### config.mk
export PLATFORM = sky130hd
export DESIGN_NAME = voice_mixer
export DESIGN_NICKNAME = d
export VERILOG_FILES = /design/src/rtl/music_pkg.sv /design/src/rtl/mix_saturator.sv /design/src/rtl/voice_mixer.sv
export SDC_FILE = /design/constraint.sdc
export NUM_CORES = 1
export LEC_CHECK = 0
export ABC_AREA = 1
export ABC_CLOCK_PERIOD_IN_PS = 4800
export BUFFER_PORTS_ARGS = -buffer_cell sky130_fd_sc_hd__buf_2
export CORE_MARGIN = 2
export CORE_UTILIZATION = 40
export CTS_CLUSTER_SIZE = 16
export DETAILED_ROUTE_END_ITERATION = 16
export PLACE_DENSITY = 0.68
export SLEW_MARGIN = 20
export SYNTH_ARGS = -nofsm -noshare
export SYNTH_HDL_FRONTEND = slang
export SYNTH_SLANG_ARGS = --single-unit
export TNS_END_PERCENT = 1
### constraint.sdc
create_clock -name clk -period 4.8 [get_ports clk]
set_input_delay 0.72 -clock clk [delete_from_list [all_inputs] [get_ports clk]]
set_output_delay 0.72 -clock clk [all_outputs]
set_load 0.02 [all_outputs]
### src/rtl/music_pkg.sv
// music_pkg: shared definitions for the music_player audio path.
//   MUSIC_SAMPLE_W      default signed sample width
//   MIX_SAT_MAX/MIN     saturation limits for the default sample width
//   mix_state_e         voice_mixer FSM states
package music_pkg;

  localparam int MUSIC_SAMPLE_W = 16;
  localparam int MIX_SAT_MAX    = (2 ** (MUSIC_SAMPLE_W - 1)) - 1;
  localparam int MIX_SAT_MIN    = -(2 ** (MUSIC_SAMPLE_W - 1));

  typedef enum logic [1:0] {
    ST_IDLE,
    ST_COLLECT,
    ST_SUM,
    ST_EMIT
  } mix_state_e;

endpackage

### src/rtl/mix_saturator.sv
// mix_saturator: combinational masked sum of the held voice samples,
// arithmetic right shift by GAIN_SHIFT (floor), then saturation to the
// signed SAMPLE_W range.
//   hold_i    flattened held samples, voice i at [i*SAMPLE_W +: SAMPLE_W]
//   mask_i    voices that contribute; masked-off voices add 0
//   sample_o  saturated, scaled sum
//   clip_o    high when saturation changed the value
module mix_saturator #(
  parameter int NUM_VOICES = 3,
  parameter int SAMPLE_W   = 16,
  parameter int GAIN_SHIFT = 2
) (
  input  logic [NUM_VOICES*SAMPLE_W-1:0] hold_i,
  input  logic [NUM_VOICES-1:0]          mask_i,
  output logic [SAMPLE_W-1:0]            sample_o,
  output logic                           clip_o
);

  localparam int ACC_W = SAMPLE_W + 2;
  localparam int MAX_I = (2 ** (SAMPLE_W - 1)) - 1;
  localparam logic signed [ACC_W-1:0] MAX_V = ACC_W'(MAX_I);
  localparam logic signed [ACC_W-1:0] MIN_V = ACC_W'(-MAX_I - 1);

  logic signed [ACC_W-1:0] acc;
  logic signed [ACC_W-1:0] shifted;
  logic        [SAMPLE_W-1:0] voice_v;

  always_comb begin
    acc     = '0;
    voice_v = '0;
    for (int i = 0; i < NUM_VOICES; i++) begin
      voice_v = hold_i[i*SAMPLE_W +: SAMPLE_W];
      if (mask_i[i]) begin
        acc = acc + $signed({{(ACC_W-SAMPLE_W){voice_v[SAMPLE_W-1]}}, voice_v});
      end
    end
  end

  // >>> on a signed operand rounds toward minus infinity (-7 >>> 2 = -2).
  assign shifted = acc >>> GAIN_SHIFT;

  always_comb begin
    sample_o = shifted[SAMPLE_W-1:0];
    clip_o   = 1'b0;
    if (shifted > MAX_V) begin
      sample_o = MAX_V[SAMPLE_W-1:0];
      clip_o   = 1'b1;
    end else if (shifted < MIN_V) begin
      sample_o = MIN_V[SAMPLE_W-1:0];
      clip_o   = 1'b1;
    end
  end

endmodule

### src/rtl/voice_mixer.sv
// voice_mixer: gathers one sample from each voice active at request time,
// then presents a scaled, saturated mix with a one-cycle mix_ready pulse.
// A COLLECT timeout keeps a stalled voice from starving the codec.
//   clk, reset_n          clock, async active-low reset
//   generate_next_sample  round request (honoured in IDLE only)
//   voice_active          per-voice busy flags, snapshotted at request
//   voice_sample          flattened voice samples
//   voice_ready           per-voice new-sample pulses
//   mix_sample            registered mix, held between rounds
//   mix_ready             one-cycle pulse per completed round
//   clip                  saturation flag, valid with mix_ready
//   missed_count          saturating count of timed-out rounds
//
// state   | meaning
// IDLE    | waiting for a request
// COLLECT | latching samples from expected voices, timer running
// SUM     | registering the saturated mix
// EMIT    | mix_ready (and clip) high for this one cycle
module voice_mixer
  import music_pkg::*;
#(
  parameter int NUM_VOICES = 3,
  parameter int SAMPLE_W   = MUSIC_SAMPLE_W,
  parameter int GAIN_SHIFT = 2,
  parameter int TIMEOUT    = 255
) (
  input  logic                           clk,
  input  logic                           reset_n,
  input  logic                           generate_next_sample,
  input  logic [NUM_VOICES-1:0]          voice_active,
  input  logic [NUM_VOICES*SAMPLE_W-1:0] voice_sample,
  input  logic [NUM_VOICES-1:0]          voice_ready,
  output logic [SAMPLE_W-1:0]            mix_sample,
  output logic                           mix_ready,
  output logic                           clip,
  output logic [7:0]                     missed_count
);

  localparam int TW = (TIMEOUT > 1) ? $clog2(TIMEOUT) : 1;
  localparam logic [TW-1:0] TIMER_LAST = TW'(TIMEOUT - 1);

  mix_state_e                    state_q;
  logic [NUM_VOICES-1:0]         expected_q;
  logic [NUM_VOICES-1:0]         got_q;
  logic [NUM_VOICES*SAMPLE_W-1:0] hold_q;
  logic [TW-1:0]                 timer_q;
  logic [SAMPLE_W-1:0]           mix_sample_q;
  logic                          mix_ready_q;
  logic                          clip_q;
  logic [7:0]                    missed_q;

  logic [NUM_VOICES-1:0]         load_mask;
  logic [SAMPLE_W-1:0]           sat_sample;
  logic                          sat_clip;

  // Voices whose sample is captured this cycle; non-expected voices never load.
  always_comb begin
    load_mask = '0;
    if (state_q == ST_IDLE && generate_next_sample) begin
      load_mask = voice_ready & voice_active;
    end else if (state_q == ST_COLLECT) begin
      load_mask = voice_ready & expected_q;
    end
  end

  mix_saturator #(
    .NUM_VOICES (NUM_VOICES),
    .SAMPLE_W   (SAMPLE_W),
    .GAIN_SHIFT (GAIN_SHIFT)
  ) u_sat (
    .hold_i   (hold_q),
    .mask_i   (expected_q),
    .sample_o (sat_sample),
    .clip_o   (sat_clip)
  );

  always_ff @(posedge clk or negedge reset_n) begin
    if (!reset_n) begin
      state_q      <= ST_IDLE;
      expected_q   <= '0;
      got_q        <= '0;
      hold_q       <= '0;
      timer_q      <= '0;
      mix_sample_q <= '0;
      mix_ready_q  <= 1'b0;
      clip_q       <= 1'b0;
      missed_q     <= '0;
    end else begin
      for (int i = 0; i < NUM_VOICES; i++) begin
        if (load_mask[i]) begin
          hold_q[i*SAMPLE_W +: SAMPLE_W] <= voice_sample[i*SAMPLE_W +: SAMPLE_W];
        end
      end
      unique case (state_q)
        ST_IDLE: begin
          mix_ready_q <= 1'b0;
          clip_q      <= 1'b0;
          if (generate_next_sample) begin
            expected_q <= voice_active;
            got_q      <= load_mask;
            timer_q    <= '0;
            state_q    <= (voice_active == '0) ? ST_SUM : ST_COLLECT;
          end
        end
        ST_COLLECT: begin
          got_q <= got_q | load_mask;
          if ((got_q | load_mask) == expected_q) begin
            state_q <= ST_SUM;
          end else if (timer_q == TIMER_LAST) begin
            // Missing voices keep their previous hold value.
            state_q <= ST_SUM;
            if (missed_q != 8'hFF) missed_q <= missed_q + 8'd1;
          end else begin
            timer_q <= timer_q + 1'b1;
          end
        end
        ST_SUM: begin
          mix_sample_q <= sat_sample;
          clip_q       <= sat_clip;
          mix_ready_q  <= 1'b1;
          state_q      <= ST_EMIT;
        end
        ST_EMIT: begin
          mix_ready_q <= 1'b0;
          clip_q      <= 1'b0;
          state_q     <= ST_IDLE;
        end
        default: state_q <= ST_IDLE;
      endcase
    end
  end

  assign mix_sample   = mix_sample_q;
  assign mix_ready    = mix_ready_q;
  assign clip         = clip_q;
  assign missed_count = missed_q;

endmodule
# Word level (Yosys, flattened, before mapping)
# Index checks and enable logic that the tools add are counted.
dict set report totals {
  input_bits 57
  ff_bits 90
  output_inout_bits 26
  wordCells 64
}
dict set report op_classes {
  magnitude_cmp 2
  mux 22
  bitwise 4
  add_sub_neg 4
  n_reduce_logical 11
  n_eq_ne 10
}
# operator count
set ops {}
lappend ops {{$mux W18} 3}
lappend ops {{$add A18 B16 Y18} 2}
lappend ops {{$mux W16} 2}
lappend ops {{$mux W8} 3}
lappend ops {{$add A8 B1 Y8 const B} 2}
lappend ops {{$gt A16 B16 Y1 const B} 1}
lappend ops {{$lt A16 B16 Y1 const B} 1}
lappend ops {{$pmux W8 S2} 1}
lappend ops {{$mux W3} 3}
lappend ops {{$eq A8 B8 Y1 const B} 1}
lappend ops {{$mux W2} 4}
lappend ops {{$ne A8 B8 Y1 const B} 1}
lappend ops {{$pmux W2 S4} 1}
lappend ops {{$reduce_and A4 Y1} 2}
lappend ops {{$and A3 B3 Y3} 2}
lappend ops {{$ne A2 B2 Y1 const B} 3}
lappend ops {{$pmux W3 S2} 1}
lappend ops {{$reduce_and A2 Y1} 3}
lappend ops {{$eq A2 B2 Y1 const B} 2}
lappend ops {{$pmux W1 S2} 2}
lappend ops {{$reduce_bool A2 Y1} 2}
lappend ops {{$eq A3 B3 Y1} 1}
lappend ops {{$logic_not A3 Y1} 1}
lappend ops {{$ne A3 B1 Y1 const B} 1}
lappend ops {{7 further kinds} 8}

# Logic depth before layout (Yosys ltp)
dict set report logic_depth {
  depth_word 9
  mapped_depth 32
}

# Modules after synthesis
# Synthesis repeated with hierarchy kept, for this count alone.
dict set report hier_totals {
  cells_unflattened 783
  hier_area_um2 6326.1
}
# module instances area_per_inst_um2 cells_per_inst
set modules_own_cells {}
lappend modules_own_cells {voice_mixer 1 4038.9 337}
lappend modules_own_cells {mix_saturator 1 2287.2 446}

# Worst setup path before layout
# OpenSTA, ideal clock, no wires.
dict set report synth_timing {
  path_type {flip-flop to flip-flop}
  start {register expected_q[0]}
  end {register mix_sample_q[15], in the netlist mix_sample[15]}
  n_path_buf 2
  stages_incl_launch_ff 30
  setup_ps 118
  period_less_slack_ps 3316
  slack_ps 1484
  arrival_time_ps 3198
  cell_sequence {dfrtp_1 > buf_4 > clkbuf_1 > nand2_1 > inv_1 > ha_1 > nand2_1 > nand2_1 > nand2_1 > nand2_1 > nand2_1 > nand2_1 > nand2_1 > nand2_1 > nand2_1 > nand3b_1 > nand3_1 > nand2_1 > ha_1 > nand2_1 > nor2_1 > inv_1 > nor2_1 > nand3_1 > nand4_1 > nand2_1 > nor2_1 > nand3_1 > nand3_1 > nand2_1}
}
dict set report synth_between {
  elab_chain_len 8
  word_cells_on_any_way 9
  cone_classes {add/sub (2); order compare (2); mux (5)}
}
# item line_no
set synth_lines {}
lappend synth_lines {{from (decl)} voice_mixer.sv:43} ;# logic [NUM_VOICES-1:0] expected_q;
lappend synth_lines {{from (signal assigned)} voice_mixer.sv:99} ;# expected_q <= voice_active;
lappend synth_lines {{$mux W18 (*)} mix_saturator.sv:33} ;# if (mask_i[i]) begin
lappend synth_lines {{$add A18 B16 Y18} mix_saturator.sv:34} ;# acc = acc + $signed({{(ACC_W-SAMPLE_W){voice_v[SAMPLE_W-1]}}, voice_v});
lappend synth_lines {{$mux W18 (*)} mix_saturator.sv:33}
lappend synth_lines {{$add A18 B16 Y18} mix_saturator.sv:34}
lappend synth_lines {{$mux W18 (*)} mix_saturator.sv:33}
lappend synth_lines {{$lt A16 B16 Y1} mix_saturator.sv:48} ;# end else if (shifted < MIN_V) begin
lappend synth_lines {{$mux W16} mix_saturator.sv:48}
lappend synth_lines {{$mux W16 (*)} mix_saturator.sv:45} ;# if (shifted > MAX_V) begin
lappend synth_lines {{to (signal assigned)} voice_mixer.sv:118} ;# mix_sample_q <= sat_sample;
lappend synth_lines {{to (decl)} voice_mixer.sv:47} ;# logic [SAMPLE_W-1:0] mix_sample_q;
# Mark *: on every way between the ends. The rest lies on a longest branch, timed or not.
# A chain may end at the register's enable or synchronous reset.

# Final worst setup path
dict set report layout_timing {
  start {register expected_q[0]}
  end {register mix_sample_q[11], in the netlist mix_sample[11]}
}
# Same word-level chain as after synthesis.

==> out/results.txt <==
The standard-cell row count was 45; the clock slew at the register clock pins of the worst setup and hold paths was 70 ps. The violation count after the first detailed-routing iteration came out at 496. For this design the top-level I/O count stands at 83. The design draws 4.75 mW. The final worst-path cycle share is 0.796. Cell internal power was estimated by the tool at 2.36 mW. The run gives 5345 as the via count of the first global-routing pass. The worst-case IR drop observed on VDD is 278 µV. TritonCTS built the clock tree.

The number of optimization iterations in the first detailed-route pass is 6. The flow ran to the end, and the final reports show no timing, DRC or antenna violations. The worst slew margin relative to its limit was 0.505. For the number of buffers inserted for hold repair after clock tree synthesis, the log shows 0. The tools report the leakage power summed over all cells as 3.98 nW. The clock share of power was 0.148; the average via count per standard cell was 4.91. The logs give 990 for the number of nets produced by synthesis and 4070 ps for the worst endpoint data arrival time. The final critical delay including setup and external delays was 3820 ps.

The count of mapped cells out of synthesis is 897, and the highest clock rate is 262 MHz. Once the clock tree was built, the resizer swapped 0 gates to a different size. The library cell used most frequently in the layout, excluding fill and tap cells, is sky130_fd_sc_hd__nand2_1. The sequential cell fraction of total power is 0.270, and the proportion of layout cells with a drive suffix above 1 is 0.136. The final-layout setup total negative slack was 0 ps.

Input and output buffers added on the ports amount to 82. For the number of buffers between clock root and the deepest sink, the log shows 2. The tools report the clock latency on the worst-skew pair as 360 ps. The tools report the nature of the critical path endpoint as a flop.

The maximum fanout count along the critical path is 21, and the first-pass GRT wire length is 25500 µm. Once detail routing completed, the nets flagged for antenna violations numbered 0. For this run, the leading register cell type out of synthesis is sky130_fd_sc_hd__dfrtp_1. The number of setup buffers added after CTS came out at 0.

The logs give 0.00621 mm² for the post-synthesis instance area and 5710 for the overall via count from detail_route. Sequential share of the synthesized area: 0.363. The all-layer global routing usage is 0.196, and the power density over cell area is 673 mW/mm². The number of clock buffers inserted by TritonCTS was 9; the total routed wirelength was 15200 µm. The net switching power figure was 2.39 mW.

Leaving out fill and tap cells, the most frequent cells in the layout are 362 x sky130_fd_sc_hd__nand2_1, 91 x sky130_fd_sc_hd__inv_1, 90 x sky130_fd_sc_hd__dfrtp_1, 81 x sky130_fd_sc_hd__buf_2, 61 x sky130_fd_sc_hd__nand3_1. Proportion of power drawn by combinational gates: 0.582. Number of enable-type register cells in the synthesized netlist: 0. The master cell of the clock root buffer was sky130_fd_sc_hd__clkbuf_16. The congestion estimate from routability-driven global placement came to 0.933.

The number of different library cells used by synthesis comes to 45. The data required time of the critical path was 5050 ps. The worst setup path is launched from a flop.

The logs give 0 for the number of hold violations in the final report and 0 for the total of warnings raised by yosys. The switching fraction of total power is 0.502, and the initial core utilization is 0.409. The transition time of the tightest slew-check pin was 742 ps; the relative area change from synthesis to final layout was 13.6%. The setup check on the worst reg-to-reg path leaves a slack of 980 ps.

After detailed routing, the number of remaining DRC violations is 0. A synthesized cell averages 6.92 µm². CTS built an H-tree with a depth of 3. Setup repair after global routing left no endpoint under its margin. The number of antenna violations at the first check in global routing was 0. The region available for standard cell placement spans 0.0152 mm². The die is 129 µm tall. The area enclosed by the die boundary came out at 0.0165 mm². The tools report the global-route congestion overflow total as 0.

The die is 129 µm wide. The total setup violations reported at the end of the flow is 0, and the number of storage elements in the synthesis netlist is 90. The classification of the worst setup path was reg -> reg. The tools report the count of maximum capacitance violations as 0. Async set-or-reset flop fraction in the synthesized netlist: 1.00. The clock arrives with 11.0 ps of skew. The wire-length estimate of the detail-placed layout is 11900 µm. The number of clock sinks was 90; the number of max-slew violations in the final report was 0. For the antenna diode count, the log shows 0. For this run, the post-layout net count is 1063. In this run the worst hold path is classified as in -> async.

For the largest net degree at the start of global routing, the log shows 54. In the final routed layout, each cell accounts on average for 13.1 µm.
[layout make-up]
class	instances	area (µm²)
tap	188	235
fill	1607	8150
multi-input combinational	687	3460
inverter	97	382
clock inverter	7	66.3
sequential	90	2250
timing repair buffer	85	435
clock buffer	9	225
[sequential cells by signal (all words and copies together), names as in the netlist]
register / flops
mix_sample: 16
hold_q: 48
clip: 1
expected_q: 3
got_q: 3
missed_count: 8
state_q: 2
timer_q: 8
mix_ready: 1
[metrics by stage]
| stage | utilization | worst slack [ps] | instance area, µm² | std cells | hold WS [ps] |
|---|---|---|---|---|---|
| 3_3_place_gp | 0.445 | 1090 | 6770 | 1147 | 450 |
| 2_1_floorplan | - | 1480 | 6210 | 897 | 424 |
| 3_5_place_dp | 0.445 | 1010 | 6770 | 1147 | 452 |
| 5_1_grt | 0.464 | 433 | 7060 | 1163 | 351 |
| 4_1_cts | 0.464 | 989 | 7060 | 1163 | 323 |
| 6_report | 0.464 | 981 | 7060 | 1163 | 320 |
[routing by layer]
metal,vias up,GRT usage,share of wire
li1,2994,-,-
met1,2587,0.279,0.51
met2,115,0.305,0.43
met3,14,0.0420,0.049
met4,0,0.0492,0.013
met5,-,0,0
[cells in the mapped netlist, drive strengths merged (7+ instances only)]
cell type  count  area, µm²
nand4          8       50.1
nand2        373       1450
nand3         64        335
nor2          55        206
nor3           7       35.0
inv           95        369
clkbuf        14       52.6
o21ai         51        270
ha            35        438
a21oi         41        205
buf            9       63.8
xor2          19        196
dfrtp         90       2250
[path summary, 6_finish.rpt]
path	from	endpoint	depth (start not counted)
max	expected_q[0]	mix_sample[11]	26
min	reset_n	hold_q[2]	1
max reg2reg	expected_q[0]	mix_sample[11]	26
min reg2reg	clip	clip	2
max in group asynchronous	reset_n	expected_q[1]	2
min in group clk	clip	clip	2
[cell families after synthesis]
kind of cell             after synthesis  synth area share
AND/OR/NAND/NOR                      518             0.347
buffers and inverters                120            0.0802
AO/OA/AOI/OAI                        109            0.0981
flip-flops                            90             0.363
adder cells (fa/ha/maj)               36            0.0737
XOR/XNOR                              24            0.0387
[critical path, stage by stage (launching register included)]
cell and delay, ps:
sky130_fd_sc_hd__dfrtp_1 720, sky130_fd_sc_hd__nand2_1 170, sky130_fd_sc_hd__inv_1 90, sky130_fd_sc_hd__ha_1 180, sky130_fd_sc_hd__fa_1 200, sky130_fd_sc_hd__nand3_1 100
sky130_fd_sc_hd__nand3_1 80, sky130_fd_sc_hd__nand2_1 110, sky130_fd_sc_hd__o21ai_2 180, sky130_fd_sc_hd__xor2_1 160, sky130_fd_sc_hd__nand2_1 60, sky130_fd_sc_hd__o21ai_1 100
sky130_fd_sc_hd__inv_1 60, sky130_fd_sc_hd__ha_1 340, sky130_fd_sc_hd__nand2_1 100, sky130_fd_sc_hd__nor2_1 140, sky130_fd_sc_hd__inv_1 60, sky130_fd_sc_hd__nor2_1 150
sky130_fd_sc_hd__nand2_1 70, sky130_fd_sc_hd__nand3_1 110, sky130_fd_sc_hd__nand3_1 110, sky130_fd_sc_hd__nand3_1 90, sky130_fd_sc_hd__nand2_1 50, sky130_fd_sc_hd__nor2_1 100
sky130_fd_sc_hd__nor2_1 40, sky130_fd_sc_hd__nand2_1 80, sky130_fd_sc_hd__nand2_1 50
[power by group through the flow]
stage | combinational [mW] | sequential (mW) | clock [mW]
6_report | 2.76 | 1.28 | 0.703
5_1_grt | 3.17 | 1.32 | 0.755
4_1_cts | 2.75 | 1.28 | 0.722
3_5_place_dp | 2.73 | 1.29 | 0
3_3_place_gp | 2.70 | 1.29 | 0
2_1_floorplan | 2.09 | 1.27 | 0
(Power assumes the default switching activity.)
